File: config.mk
export PLATFORM = sky130hd
export DESIGN_NAME = alu_result_collector
export DESIGN_NICKNAME = d
export VERILOG_FILES = /design/src/rtl/alu_result_collector.sv
export SDC_FILE = /design/constraint.sdc
export NUM_CORES = 1
export LEC_CHECK = 0
export CAP_MARGIN = 10
export CORE_AREA = 5 5 170 155
export CTS_BUF_LIST = sky130_fd_sc_hd__clkbuf_4 sky130_fd_sc_hd__clkbuf_8
export DETAILED_ROUTE_END_ITERATION = 6
export DIE_AREA = 0 0 175 160
export SYNTH_ARGS = -nofsm -noshare
export SYNTH_HDL_FRONTEND = slang
export SYNTH_SLANG_ARGS = --single-unit
File: constraint.sdc
create_clock -name clk -period 8.1 [get_ports clk]
set_input_delay 1.62 -clock clk [delete_from_list [all_inputs] [get_ports clk]]
set_output_delay 1.62 -clock clk [all_outputs]
set_load 0.01 [all_outputs]
File: src/rtl/alu_result_collector.sv
// Collects completed ALU operations into {err, op_idx, result} records and queues them in a FIFO.
// Optional: define ALU_COLLECT_PARITY_EN to store and present an even-parity bit per record.
module alu_result_collector #(
  parameter int unsigned DEPTH = 8,
  parameter int unsigned CW    = 8,
  localparam int unsigned AW   = $clog2(DEPTH)
) (
  input  logic          clk,
  input  logic          rst,
  input  logic [7:0]    alu_out,
  input  logic [1:0]    alu_state,
  input  logic [6:0]    alu_op,
  input  logic [2:0]    alu_in_sel,
  input  logic          rd_ready,
  output logic          rd_valid,
  output logic [11:0]   rd_data,
  output logic          full,
  output logic [AW:0]   level,
  output logic          overflow,
  output logic [CW-1:0] err_cnt,
`ifdef ALU_COLLECT_PARITY_EN
  output logic [CW-1:0] op_cnt,
  output logic          rd_parity
`else
  output logic [CW-1:0] op_cnt
`endif
);

`ifdef ALU_COLLECT_PARITY_EN
  localparam int unsigned EW = 13;
`else
  localparam int unsigned EW = 12;
`endif

  logic [EW-1:0] mem [DEPTH];
  logic [EW-1:0] last_entry;
  logic [EW-1:0] cur_entry;
  logic [EW-1:0] new_entry;
  logic [AW:0]   wr_cnt;
  logic [AW:0]   rd_cnt;
  logic [1:0]    prev_state;
  logic [7:0]    hold_res;
  logic [6:0]    hold_op;
  logic          seen_err;
  logic [2:0]    n_ones;
  logic [2:0]    op_idx;
  logic          bad_op;
  logic [11:0]   record;
  logic          empty;
  logic          flush;
  logic          complete;
  logic          do_pop;
  logic          do_push;

  // Decode the held one-hot op into a bit index; anything else is flagged bad.
  always_comb begin
    n_ones = 3'd0;
    op_idx = 3'd7;
    for (int i = 0; i < 7; i++) begin
      if (hold_op[i]) begin
        n_ones = n_ones + 3'd1;
        op_idx = 3'(i);
      end
    end
    bad_op = (n_ones != 3'd1);
    if (bad_op) op_idx = 3'd7;
  end

  assign record   = {seen_err | bad_op, op_idx, hold_res};
`ifdef ALU_COLLECT_PARITY_EN
  assign new_entry = {^record, record};
  assign rd_parity = cur_entry[12];
`else
  assign new_entry = record;
`endif

  assign level    = wr_cnt - rd_cnt;
  assign empty    = (level == '0);
  assign full     = (level == (AW+1)'(DEPTH));
  assign rd_valid = !empty;
  assign flush    = (alu_in_sel == 3'b100);
  assign complete = prev_state[1] & ~alu_state[1];
  assign do_pop   = !empty & rd_ready;
  assign do_push  = complete & (!full | do_pop);

  // Head entry while occupied; the last presented value while empty.
  assign cur_entry = empty ? last_entry : mem[rd_cnt[AW-1:0]];
  assign rd_data   = cur_entry[11:0];

  always_ff @(posedge clk or posedge rst) begin
    if (rst) begin
      for (int i = 0; i < DEPTH; i++) mem[i] <= '0;
      last_entry <= '0;
      wr_cnt     <= '0;
      rd_cnt     <= '0;
      prev_state <= 2'b00;
      hold_res   <= '0;
      hold_op    <= '0;
      seen_err   <= 1'b0;
      overflow   <= 1'b0;
      err_cnt    <= '0;
      op_cnt     <= '0;
    end else begin
      prev_state <= alu_state;
      last_entry <= cur_entry;
      if (alu_state[1]) begin
        hold_res <= alu_out;
        hold_op  <= alu_op;
      end
      if (flush) begin
        wr_cnt   <= '0;
        rd_cnt   <= '0;
        overflow <= 1'b0;
        seen_err <= 1'b0;
        err_cnt  <= '0;
        op_cnt   <= '0;
      end else begin
        if (complete)                seen_err <= 1'b0;
        else if (alu_state == 2'b11) seen_err <= 1'b1;
        if (do_pop) rd_cnt <= rd_cnt + (AW+1)'(1);
        if (do_push) begin
          mem[wr_cnt[AW-1:0]] <= new_entry;
          wr_cnt <= wr_cnt + (AW+1)'(1);
          op_cnt <= op_cnt + CW'(1);
          if (record[11] && err_cnt != '1) err_cnt <= err_cnt + CW'(1);
        end else if (complete) begin
          overflow <= 1'b1;
        end
      end
    end
  end

endmodule
# Word-level counts from Yosys, hierarchy flattened
# Index checks and enable logic that the tools add are counted.
# W data, S select, Z words.
word_totals:
  inputBits: 23
  wordCells: 97
  output_inout_bits: 35
  regBits: 151
classes:
  bitwise: 9
  n_mux: 37
  n_reduce_logical: 13
  n_addsub: 11
  magnitude_cmp: 3
  n_eq_ne: 6
ops:
  columns: ["cell", "count"]
  rows:
  - ["$bwmux W96", 1]
  - ["$mux W12", 4]
  - ["$mux W3", 14]
  - ["$mux W8", 5]
  - ["$bmux W12 S3", 1]
  - ["$demux W12 S3", 1]
  - ["$add A3 B1 Y3 const B", 6]
  - ["$add A8 B1 Y8 const B", 2]
  - ["$mux W4", 4]
  - ["$add A4 B1 Y4 const B", 2]
  - ["$ge A4 B4 Y1 const B", 2]
  - ["$ne A8 B8 Y1 const B", 1]
  - ["$not A3 Y4", 2]
  - ["$reduce_bool A2 Y1", 4]
  - ["$mux W1", 7]
  - ["$reduce_and A2 Y1", 3]
  - ["$eq A4 B4 Y1 const B", 1]
  - ["$logic_not A4 Y1", 1]
  - ["$lt A4 B1 Y1 const B", 1]
  - ["$sub A4 B4 Y4", 1]
  - ["$and A1 B1 Y1", 3]
  - ["$eq A3 B3 Y1 const B", 1]
  - ["$ne A3 B1 Y1 const B", 1]
  - ["$reduce_bool A3 Y1", 1]
  - ["6 further kinds", 10]

# Longest topological paths before layout
depth:
  depth_word: 19
  depth_mapped: 20
  depth_no_buf: 18

# Worst setup path after synthesis
# No wires, ideal clock.
synth_path:
  kind: "register -> output"
  startpoint: "reg rd_cnt[1]"
  endpoint: "out rd_data[10]"
  stages_incl_launch_ff: 13
  slack_ns: 3.499
  t_required_ns: 6.480
  arrival_ns: 2.981
  n_path_buf: 4
  cell_sequence: "dfrtp_1 -> clkbuf_1 -> buf_1 -> inv_1 -> ha_1 -> and3b_1 -> o21ai_0 -> and2_1 -> nand2b_1 -> clkbuf_1 -> clkbuf_1 -> nor2_1 -> a31oi_1"
synth_lines:
  columns: ["element", "line_no", "text"]
  rows:
  - ["from (decl)", "40", "logic [AW:0] rd_cnt;"]
  - ["from (signal assigned)", "120", "if (do_pop) rd_cnt <= rd_cnt + (AW+1)'(1);"]
  - ["$sub A4 B4 Y4", "77", "assign level = wr_cnt - rd_cnt;"]
  - ["via level[3]", "18", "output logic [AW:0] level,"]
  - ["$logic_not A4 Y1", "78", "assign empty = (level == '0);"]
  - ["$mux W12", "87", "assign cur_entry = empty ? last_entry : mem[rd_cnt[AW-1:0]];"]
  - ["to (decl)", "16", "output logic [11:0] rd_data,"]
# The timed path passes the listed nets, and every way through them passes these cells. The select of a mux whose other input is x is not followed.

# Final worst setup path
layout_path:
  startpoint: "reg rd_cnt[2]"
  endpoint: "out rd_data[8]"
layout_between:
  elab_chain_cells: 5
layout_lines:
  columns: ["element", "line_no"]
  rows:
  - ["branches (longest 4 deep; another with $sub A4 B4 Y4)", null]
  - ["$mux W12 (*)", "87"]
# Mark *: on every way between the ends. The select of a mux whose other input is x is not followed.

==> impl_metrics.prom <==
# TYPE chip_impl_metric gauge
chip_impl_metric{name="chipHeight",unit="um"} 160
chip_impl_metric{name="initial_util",unit="%"} 29.70
chip_impl_metric{name="dieWidth",unit="um"} 175
chip_impl_metric{name="placeableCoreArea",unit="um^2"} 24190
chip_impl_metric{name="hold_viol_final",unit=""} 0
chip_impl_metric{name="global_route.overflow_total",unit=""} 0
chip_impl_metric{name="yosysSeqAreaShare",unit="%"} 52.26
chip_impl_metric{name="finClkSkew",unit="ps"} 13.64
chip_impl_metric{name="worstPathRequired",unit="ps"} 6480
chip_impl_metric{name="ys.warnings.count",unit=""} 0
chip_impl_metric{name="io_buffers",unit=""} 57
chip_impl_metric{name="grt_pass1_wl",unit="um"} 26080
chip_impl_info{name="yosysTopAreaCell",value="sky130_fd_sc_hd__dfrtp_1"} 1
chip_impl_metric{name="clkLatencyLatePin",unit="ps"} 440
chip_impl_metric{name="antenna_violating_nets_post_route",unit=""} 0
chip_impl_info{name="root_buffer",value="sky130_fd_sc_hd__clkbuf_8"} 1
chip_impl_metric{name="drt_drc_violations_left",unit=""} 0
chip_impl_metric{name="hpwl_after_detailed_placement",unit="um"} 9922
chip_impl_metric{name="design.final.nets",unit=""} 679
chip_impl_info{name="grt_setup_unrepaired",value="no"} 1
chip_impl_metric{name="irDropWorstVdd",unit="mV"} 0.2069
chip_impl_metric{name="number_of_global_route_vias_before_repair",unit=""} 4768
chip_impl_metric{name="largest_fanout_on_the_critical_path",unit=""} 28
chip_impl_metric{name="cts-resized-gates",unit=""} 0
chip_impl_metric{name="clock_path_buffers",unit=""} 2
chip_impl_metric{name="area_growth_syn_to_layout",unit="%"} 17.45
chip_impl_metric{name="layout_worst_path_cycle_share",unit="%"} 72.77
chip_impl_info{name="worstSetupStartpointType",value="flip-flop"} 1
chip_impl_metric{name="vias",unit=""} 4668
chip_impl_info{name="critPathCaptureType",value="primary output"} 1
chip_impl_metric{name="avgSynthCellArea",unit="um^2"} 12.09
chip_impl_info{name="critical_path_class",value="reg2out"} 1
chip_impl_metric{name="aggregate_negative_setup_slack",unit="ps"} 0
chip_impl_info{name="list_of_most_frequent_post_synthesis_cells",value="sky130_fd_sc_hd__dfrtp_1, sky130_fd_sc_hd__mux2_2, sky130_fd_sc_hd__nand2_1"} 1
chip_impl_info{name="worstHoldPathType",value="reg2reg"} 1
chip_impl_metric{name="antenna_found_initial",unit=""} 0
chip_impl_metric{name="hold-worst-slack",unit="ps"} 479.5
chip_impl_metric{name="routabilityCongestion",unit=""} 0.7422
chip_impl_info{name="ys_top_cells_by_area",value="sky130_fd_sc_hd__dfrtp_1, sky130_fd_sc_hd__mux2_2, sky130_fd_sc_hd__mux4_2"} 1
chip_impl_metric{name="gr_usage_total",unit="%"} 11.81
chip_impl_metric{name="worstMarginPinSlew",unit="ps"} 1001
chip_impl_metric{name="post_route_cells_drive_above_1_share",unit="%"} 23.93
chip_impl_metric{name="dieArea",unit="um^2"} 28000
chip_impl_metric{name="placementRows",unit=""} 54
chip_impl_metric{name="synth_enable_flop_cells",unit=""} 0
chip_impl_metric{name="dr.pass1.iters",unit=""} 4
chip_impl_metric{name="drt-vias-per-instance",unit=""} 4.863
chip_impl_metric{name="antenna_cell_count",unit=""} 0
chip_impl_metric{name="post_cts_buffers",unit=""} 0
chip_impl_metric{name="timing.reg2reg.setup_slack",unit="ps"} 3420
chip_impl_metric{name="routed_wirelength",unit="um"} 16080
chip_impl_metric{name="yosys.area.top_type_share",unit="%"} 52.26
chip_impl_metric{name="finalMaxSlewViolations",unit=""} 0
chip_impl_metric{name="period_needed",unit="ps"} 5895
chip_impl_metric{name="synth-async-reset-ratio",unit="%"} 100.0
chip_impl_metric{name="synth_cell_type_count",unit=""} 48
chip_impl_metric{name="tritoncts.num_buffers",unit=""} 17
chip_impl_metric{name="syn_inst",unit=""} 594
chip_impl_metric{name="register_area",unit="um^2"} 3754
chip_impl_info{name="outcome",value="completed"} 1
chip_impl_metric{name="maxClockFrequency",unit="MHz"} 169.7
chip_impl_metric{name="maxCapViolations",unit=""} 0
chip_impl_metric{name="synth-seq-cells",unit=""} 150
chip_impl_metric{name="tritoncts_num_sinks",unit=""} 150
chip_impl_metric{name="grt_max_degree",unit=""} 82
chip_impl_metric{name="filler_cell_count",unit=""} 2411
chip_impl_info{name="synth.most_common_cell",value="sky130_fd_sc_hd__dfrtp_1"} 1
chip_impl_metric{name="cts.reportedPaths.clkPinSlew",unit="ps"} 80
chip_impl_info{name="cts_tree",value="done"} 1
chip_impl_metric{name="slew_headroom",unit="%"} 33.10
chip_impl_metric{name="netlist_area",unit="um^2"} 7183
chip_impl_metric{name="multiInputGateArea",unit="um^2"} 3206
chip_impl_metric{name="finalSetupViolations",unit=""} 0
chip_impl_metric{name="power_density_over_cell_area",unit="nW/um^2"} 373.8
chip_impl_metric{name="power.static_leakage",unit="nW"} 3.593
chip_impl_metric{name="cp.arrival",unit="ps"} 4270
chip_impl_metric{name="post_drt_wl_per_cell",unit="um"} 16.75
chip_impl_metric{name="syn_nets",unit=""} 632
chip_impl_metric{name="final_util",unit="%"} 34.88
chip_impl_metric{name="io-pin-count",unit=""} 58
chip_impl_info{name="ys_dominant_reg_cell",value="sky130_fd_sc_hd__dfrtp_1"} 1
chip_impl_metric{name="cts_max_level",unit=""} 4
chip_impl_metric{name="cts.hold.buffers_added",unit=""} 0
chip_impl_metric{name="drt_first_iter_violations",unit=""} 187
## worst max-delay path, stage by stage (launching register included)
cell and delay (ps):
sky130_fd_sc_hd__dfrtp_1 770, sky130_fd_sc_hd__inv_1 520, sky130_fd_sc_hd__ha_1 470, sky130_fd_sc_hd__and3b_1 190, sky130_fd_sc_hd__or3_1 410, sky130_fd_sc_hd__and2_1 190
sky130_fd_sc_hd__nand2b_1 140, sky130_fd_sc_hd__buf_4 230, sky130_fd_sc_hd__a31oi_1 290, sky130_fd_sc_hd__clkdlybuf4s50_1 600
## sequential cells by signal (all words and copies together) (netlist names), 4 cells and up
| signal | count |
|---|---|
| last_entry | 12 |
| mem | 96 |
| wr_cnt | 4 |
| hold_op | 7 |
| op_cnt | 8 |
| hold_res | 8 |
| rd_cnt | 4 |
| err_cnt | 8 |
## stage by stage
step,worst slack [ps],std cells,instance area (um^2),total power [mW]
2_1_floorplan,2444,594,7183,2.082
3_3_place_gp,2732,930,8040,2.571
3_5_place_dp,2568,930,8040,2.603
4_1_cts,2091,960,8437,3.204
5_1_grt,1915,960,8437,3.386
6_report,2206,960,8437,3.153
## final cells by class
class	count	area share, %
clock buffer	18	2.862
clock inverter	12	1.839
timing repair buffer	66	7.563
sequential	150	44.49
multi-input combinational	392	37.99
inverter	14	0.6822
tap	308	4.568
## per-layer routing
metal,GRT usage [%],vias to the layer above,wire [um]
met2,19.01,69,7490
li1,-,2216,-
met5,0,-,0
met4,2.785,0,140
met1,16.32,2374,7815
met3,2.719,9,636
## cells in the final DEF, fill, tap and decap left out, types with 4 or more instances in the layout
master / n
sky130_fd_sc_hd__nor2_1: 52
sky130_fd_sc_hd__a31oi_1: 12
sky130_fd_sc_hd__and3_1: 4
sky130_fd_sc_hd__or4_1: 4
sky130_fd_sc_hd__mux2i_1: 5
sky130_fd_sc_hd__ha_1: 14
sky130_fd_sc_hd__nand4_1: 5
sky130_fd_sc_hd__o21ai_0: 22
sky130_fd_sc_hd__clkdlybuf4s50_1: 57
sky130_fd_sc_hd__xor2_1: 9
sky130_fd_sc_hd__nand2_1: 59
sky130_fd_sc_hd__xnor2_1: 11
sky130_fd_sc_hd__mux2_2: 84
sky130_fd_sc_hd__nor3_1: 6
sky130_fd_sc_hd__o31ai_1: 4
sky130_fd_sc_hd__mux4_2: 24
sky130_fd_sc_hd__dfrtp_1: 150
sky130_fd_sc_hd__or3_1: 6
sky130_fd_sc_hd__o21a_1: 4
sky130_fd_sc_hd__clkbuf_8: 17
sky130_fd_sc_hd__a21oi_1: 21
sky130_fd_sc_hd__inv_1: 13
sky130_fd_sc_hd__buf_4: 9
sky130_fd_sc_hd__nand3_1: 10
## power by group
part	leakage, nW	internal (mW)	switching [mW]
sequential	1.89	1.03	0.179
clock	0.198	0.305	0.282
combinational	1.51	0.735	0.620
## logic make-up (layout without fill, tap and decap cells)
group	count (synthesis)	count (layout)	share of synthesized area (%)
AOI/OAI and AO/OA	74	74	6.288
xor gates and xnor gates	21	21	2.787
adders and majority gates	15	15	2.717
muxes	114	114	21.55
and+or+nand+nor	168	168	11.29
DFF	150	150	52.26
buffers and inverters	52	110	3.118
## final timing paths
check                               start        endpoint  cells after the start
worst max-delay path            rd_cnt[2]      rd_data[8]                      9
worst min-delay path              mem[58]         mem[58]                      2
worst max register to register  rd_cnt[2]         mem[50]                      8
worst min register to register    mem[58]         mem[58]                      2
max in group asynchronous             rst  last_entry[11]                      3
min in group asynchronous             rst   last_entry[5]                      2
(Power assumes the default switching activity.)
